<file path="src/rtl/router_ctrl.sv">
// 1x3 router control: header decode FSM, per-port FIFO write enables, valid flags and
// per-port read-timeout soft resets (timeout logic built only with ROUTER_CTRL_TIMEOUT_EN).
module router_ctrl #(
  parameter int TIMEOUT = 30
) (
  input  logic       clock,
  input  logic       resetn,
  input  logic       pkt_valid,
  input  logic [1:0] data_in,
  input  logic       parity_done,
  input  logic       low_pkt_valid,
  input  logic [2:0] fifo_full,
  input  logic [2:0] fifo_empty,
  input  logic [2:0] read_enb,
  output logic       busy,
  output logic       detect_add,
  output logic       lfd_state,
  output logic       ld_state,
  output logic       laf_state,
  output logic       full_state,
  output logic       write_enb_reg,
  output logic       rst_int_reg,
  output logic [2:0] write_enb,
  output logic [2:0] vld_out,
  output logic [2:0] soft_reset
);

  typedef enum logic [2:0] {
    DECODE_ADDRESS     = 3'd0,
    LOAD_FIRST_DATA    = 3'd1,
    LOAD_DATA          = 3'd2,
    LOAD_PARITY        = 3'd3,
    FIFO_FULL_STATE    = 3'd4,
    LOAD_AFTER_FULL    = 3'd5,
    WAIT_TILL_EMPTY    = 3'd6,
    CHECK_PARITY_ERROR = 3'd7
  } state_e;

  localparam logic [5:0] TO_LAST = 6'(TIMEOUT - 1);

  state_e     state_q, state_d;
  logic [1:0] addr_q, addr_d;
  logic       soft_hit;

`ifdef ROUTER_CTRL_TIMEOUT_EN
  logic [5:0] cnt_q [3];
  logic [2:0] soft_reset_q;

  // A read or an empty FIFO restarts the count; reaching the limit fires one pulse.
  always_ff @(posedge clock or negedge resetn) begin
    if (!resetn) begin
      for (int k = 0; k < 3; k++) cnt_q[k] <= '0;
      soft_reset_q <= '0;
    end else begin
      for (int k = 0; k < 3; k++) begin
        if (fifo_empty[k] || read_enb[k]) begin
          cnt_q[k]        <= '0;
          soft_reset_q[k] <= 1'b0;
        end else if (cnt_q[k] == TO_LAST) begin
          cnt_q[k]        <= '0;
          soft_reset_q[k] <= 1'b1;
        end else begin
          cnt_q[k]        <= cnt_q[k] + 6'd1;
          soft_reset_q[k] <= 1'b0;
        end
      end
    end
  end

  assign soft_reset = soft_reset_q;
  assign soft_hit   = (addr_q == 2'd0 && soft_reset_q[0]) ||
                      (addr_q == 2'd1 && soft_reset_q[1]) ||
                      (addr_q == 2'd2 && soft_reset_q[2]);
`else
  logic unused_tmo;
  assign unused_tmo = ^{read_enb, TO_LAST};
  assign soft_reset = 3'b000;
  assign soft_hit   = 1'b0;
`endif

  always_comb begin
    state_d = state_q;
    addr_d  = addr_q;
    case (state_q)
      DECODE_ADDRESS: begin
        if (pkt_valid && data_in != 2'd3) begin
          addr_d  = data_in;
          state_d = fifo_empty[data_in] ? LOAD_FIRST_DATA : WAIT_TILL_EMPTY;
        end
      end
      WAIT_TILL_EMPTY:  if (fifo_empty[addr_q]) state_d = LOAD_FIRST_DATA;
      LOAD_FIRST_DATA:  state_d = LOAD_DATA;
      LOAD_DATA: begin
        if (fifo_full[addr_q])  state_d = FIFO_FULL_STATE;
        else if (!pkt_valid)    state_d = LOAD_PARITY;
      end
      FIFO_FULL_STATE:  if (!fifo_full[addr_q]) state_d = LOAD_AFTER_FULL;
      LOAD_AFTER_FULL: begin
        if (parity_done)        state_d = DECODE_ADDRESS;
        else if (low_pkt_valid) state_d = LOAD_PARITY;
        else                    state_d = LOAD_DATA;
      end
      LOAD_PARITY:        state_d = CHECK_PARITY_ERROR;
      CHECK_PARITY_ERROR: state_d = fifo_full[addr_q] ? FIFO_FULL_STATE : DECODE_ADDRESS;
      default:            state_d = DECODE_ADDRESS;
    endcase
    // Flushing the destination FIFO abandons the packet in flight.
    if (soft_hit) begin
      state_d = DECODE_ADDRESS;
      addr_d  = addr_q;
    end
  end

  always_ff @(posedge clock or negedge resetn) begin
    if (!resetn) begin
      state_q <= DECODE_ADDRESS;
      addr_q  <= 2'd0;
    end else begin
      state_q <= state_d;
      addr_q  <= addr_d;
    end
  end

  assign detect_add    = (state_q == DECODE_ADDRESS);
  assign lfd_state     = (state_q == LOAD_FIRST_DATA);
  assign ld_state      = (state_q == LOAD_DATA);
  assign laf_state     = (state_q == LOAD_AFTER_FULL);
  assign full_state    = (state_q == FIFO_FULL_STATE);
  assign rst_int_reg   = (state_q == CHECK_PARITY_ERROR);
  assign write_enb_reg = lfd_state | ld_state | laf_state | (state_q == LOAD_PARITY);
  assign busy          = !(detect_add | ld_state);
  assign write_enb     = {3{write_enb_reg}} & {addr_q == 2'd2, addr_q == 2'd1, addr_q == 2'd0};
  assign vld_out       = ~fifo_empty;

endmodule

</file>
<file path="config.mk">
export PLATFORM = sky130hd
export DESIGN_NAME = router_ctrl
export DESIGN_NICKNAME = d
export VERILOG_FILES = /design/src/rtl/router_ctrl.sv
export SDC_FILE = /design/constraint.sdc
export NUM_CORES = 1
export LEC_CHECK = 0
export CAP_MARGIN = 20
export CORE_AREA = 10 10 47 49
export DETAILED_ROUTE_END_ITERATION = 8
export DIE_AREA = 0 0 57 59
export DONT_BUFFER_PORTS = 1
export GPL_ROUTABILITY_DRIVEN = 0
export GPL_TIMING_DRIVEN = 0
export PLACE_DENSITY = 0.66
export SETUP_SLACK_MARGIN = 0.5
export SLEW_MARGIN = 20
export SYNTH_ARGS = -nofsm -noshare
export SYNTH_HDL_FRONTEND = slang
export SYNTH_SLANG_ARGS = --single-unit
</file>
<file path="constraint.sdc">
create_clock -name clock -period 1.4 [get_ports clock]
set_clock_uncertainty 0.05 [all_clocks]
set_input_delay 0.21 -clock clock [delete_from_list [all_inputs] [get_ports clock]]
set_output_delay 0.21 -clock clock [all_outputs]
set_load 0.02 [all_outputs]
</file>
==> impl_metrics.tcl <==
set metrics [dict create \
    cts.clk_slew.worst_paths_ns 0.04 \
    ctsRootBufferMaster "clkbuf_4" \
    antenna_found_initial 0 \
    violations "negative setup slack" \
    place_area_um2 721 \
    async_reset_ff_share_pct 100 \
    hold_end "addr_q[0]$_DFFE_PN0P_" \
    fp-row-count 14 \
    synth_top_family_by_area "simple AND/OR/NAND/NOR gates" \
    synth-compound-area-share_pct 27.9 \
    synthTopCellsByArea "dfrtp_1 20%, nor2_1 6.0%, inv_1 4.8%, mux2_4 4.8%, buf_4 3.6%" \
    nets 111 \
    clock_sinks 5 \
    htree_levels 1 \
    worst-path-max-fanout 3 \
    synthAdderAreaFrac_pct 0 \
    r2r_slack_ns -0.14 \
    syn_avg_cell_area_um2 7.99 \
    wirelength_um 1920 \
    cts_tree "yes" \
    vias_per_cell 5.81 \
    dieWidth_um 57 \
    maxCapViolations 0 \
    drive_above_1_share_pct 64.9 \
    vias 639 \
    status "complete, but fails checks" \
    period_share_pct 113 \
    muxShareOfSynthArea_pct 6.43 \
    gr-total-overflow 0 \
    start_util_pct 44.5 \
    max-vdd-ir-drop_mv 1.35 \
    layout_min_cycle_time_ns 1.58 \
    multiInputGateArea_um2 558 \
    netlist_area_um2 623 \
    synth_common_cells "10 x nor2_1, 8 x inv_1, 6 x nand2_1" \
    critical_path.slowest_cell "dfrtp_2" \
    port_buffers 0 \
    max_clock_freq_mhz 633 \
    hold_viol 0 \
    worst-setup-path-type "flip-flop to output pin" \
    num_antenna_cells 0 \
    final_area_um2 951 \
    numPlacedInstances 96 \
    clock_path_buffers 2 \
    post_layout_nonfiller_instances 110 \
    synth_ff_type "dfrtp_1" \
    drt_iter0_markers 22 \
    setup_violations 12 \
    yosys.area.top_type "dfrtp_1" \
    yosysWarnings 0 \
    r2r_cells 6 \
    cp-start-kind "flip-flop" \
    min_path_type "primary input to flip-flop" \
    crit_chain "nand2b_4, and2_4, inv_6, and3_4" \
    grtUsageTotal_pct 11.7 \
    synthXorXnorAreaFrac_pct 0 \
    clock_latency_ns 0.25 \
    seqCellArea_um2 129 \
    p_leak_nw 0.413 \
    dp_hpwl_um 1330 \
    grt_pass1_vias 681 \
    area.growth.synth_to_final_pct 52.6 \
    setup_ws_ns -0.180 \
    drc 0 \
    ys_seq_area_share_pct 20.1 \
    hold_path_startpoint "data_in[0]" \
    grt_setup_unrepaired "yes" \
    cts_made_buffers 3 \
    power.density_nw_per_um2 2750 \
    synth-edff-count 0 \
    crit_arrival_ns 1.32 \
    ant_nets 0 \
    dieArea_um2 3360 \
    hold_path_depth 2 \
    yosysMostFrequentCell "nor2_1" \
    ios 33 \
    grt_max_degree 11 \
    crit_family "simple AND/OR/NAND/NOR gates" \
    synth_top_area_share_pct 20.1 \
    core_area_um2 1400 \
    synthSimpleGateAreaFrac_pct 30.3 \
    syn_inst 78 \
    critPathBufInv 1 \
    synth_cell_types 43 \
    wl_per_cell_um 17.5 \
    grt_pass1_wl_um 3140 \
    required_ns 1.14 \
    report.final.slew_viol_count 0 \
    first_pass_iters 4 \
    filler_cell_count 102 \
    critPathMaxStageDelay_ns 0.42 \
    worst_r2r_endpoint "state_q[0]$_DFFE_PN0P_" \
    crit_path_end_kind "output pin" \
    dieHeight_um 59 \
    crit-reg2reg-launch "state_q[1]$_DFFE_PN0P_" \
    synth-seq-cells 5 \
]
-- layout by cell type (no fill, tap or decap), types with 2 or more instances in the layout --
cell type and count:
a21oi_2 2, and3_4 3, buf_4 9, buf_6 5
clkbuf_4 3, conb_1 3, dfrtp_1 2, dfrtp_2 3
inv_1 5, inv_4 2, mux2_4 2, nand2_1 4
nor2_1 5, nor2_4 5, nor3_4 3, o21ai_2 2
-- cell type report --
class                      count  area share, %
multi-input combinational     59           58.7
sequential                     5           13.6
timing repair buffer          10           9.34
buffer                         7           8.95
inverter                       9           4.61
clock buffer                   4           2.76
tap                           16           2.11
-- state kept, by name, summed over array words and instances (netlist names) --
register  flops
state_q       3
addr_q        2
-- timing repair --
item / 4_1_cts / 5_1_grt
setup endpoints to repair: 16 / 16
gates resized for setup: 23 / 8
cloned: 0 / 0
endpoints found under the hold margin: 5 / 0
pin swaps: 11 / 7
hold buffers: 1 / 0
buffers inserted: 8 / 1
-- report_power, final --
| group | internal, mW | switching [mW] | total, mW |
|---|---|---|---|
| sequential | 0.233 | 0.0900 | 0.323 |
| combinational | 0.964 | 1.16 | 2.13 |
| clock | 0.108 | 0.0613 | 0.169 |
| total | 1.31 | 1.31 | 2.62 |
-- metrics by stage --
step	hold slack, ns	power [mW]	setup WS [ns]	TNS [ns]	util [%]
after floorplan	-0.136	1.59	0.0187	0	-
after global routing	0.102	2.77	-0.234	-1.76	67.9
after global placement	-0.135	1.78	-0.0758	-0.357	51.4
final	0.0822	2.62	-0.180	-1.03	67.9
after detailed placement	-0.135	1.80	-0.0764	-0.344	51.4
after CTS	0.0848	2.48	-0.159	-0.916	65.4
-- logic make-up (layout without fill, tap and decap cells) --
family | Yosys count | in the layout
and+or+nand+nor | 34 | 34
AOI/OAI and AO/OA | 19 | 19
buffers and inverters | 16 | 30
DFF | 5 | 5
muxes | 3 | 3
other | 1 | 3
-- layer usage --
metal	share of wire, %	wire length [um]	up-vias	global-route usage (%)
li1	-	-	301	-
met1	38	739	294	11.2
met2	44	854	36	17.8
met3	13	245	8	7.73
met4	4.2	81	0	8.72
met5	0	0	-	0
-- worst max path at each step --
stage                     cells past startpoint                     end                   start
final                                         4            write_enb[2]  state_q[2]$_DFFE_PN0P_
after floorplan                               5  state_q[1]$_DFFE_PN0P_   addr_q[1]$_DFFE_PN0P_
after global placement                        5  state_q[2]$_DFFE_PN0P_   addr_q[1]$_DFFE_PN0P_
after CTS                                     5            write_enb[2]  state_q[1]$_DFFE_PN0P_
after detailed placement                      5            write_enb[2]  state_q[1]$_DFFE_PN0P_
after global routing                          5   addr_q[1]$_DFFE_PN0P_  state_q[1]$_DFFE_PN0P_
Power figures use the tool's default switching activity.
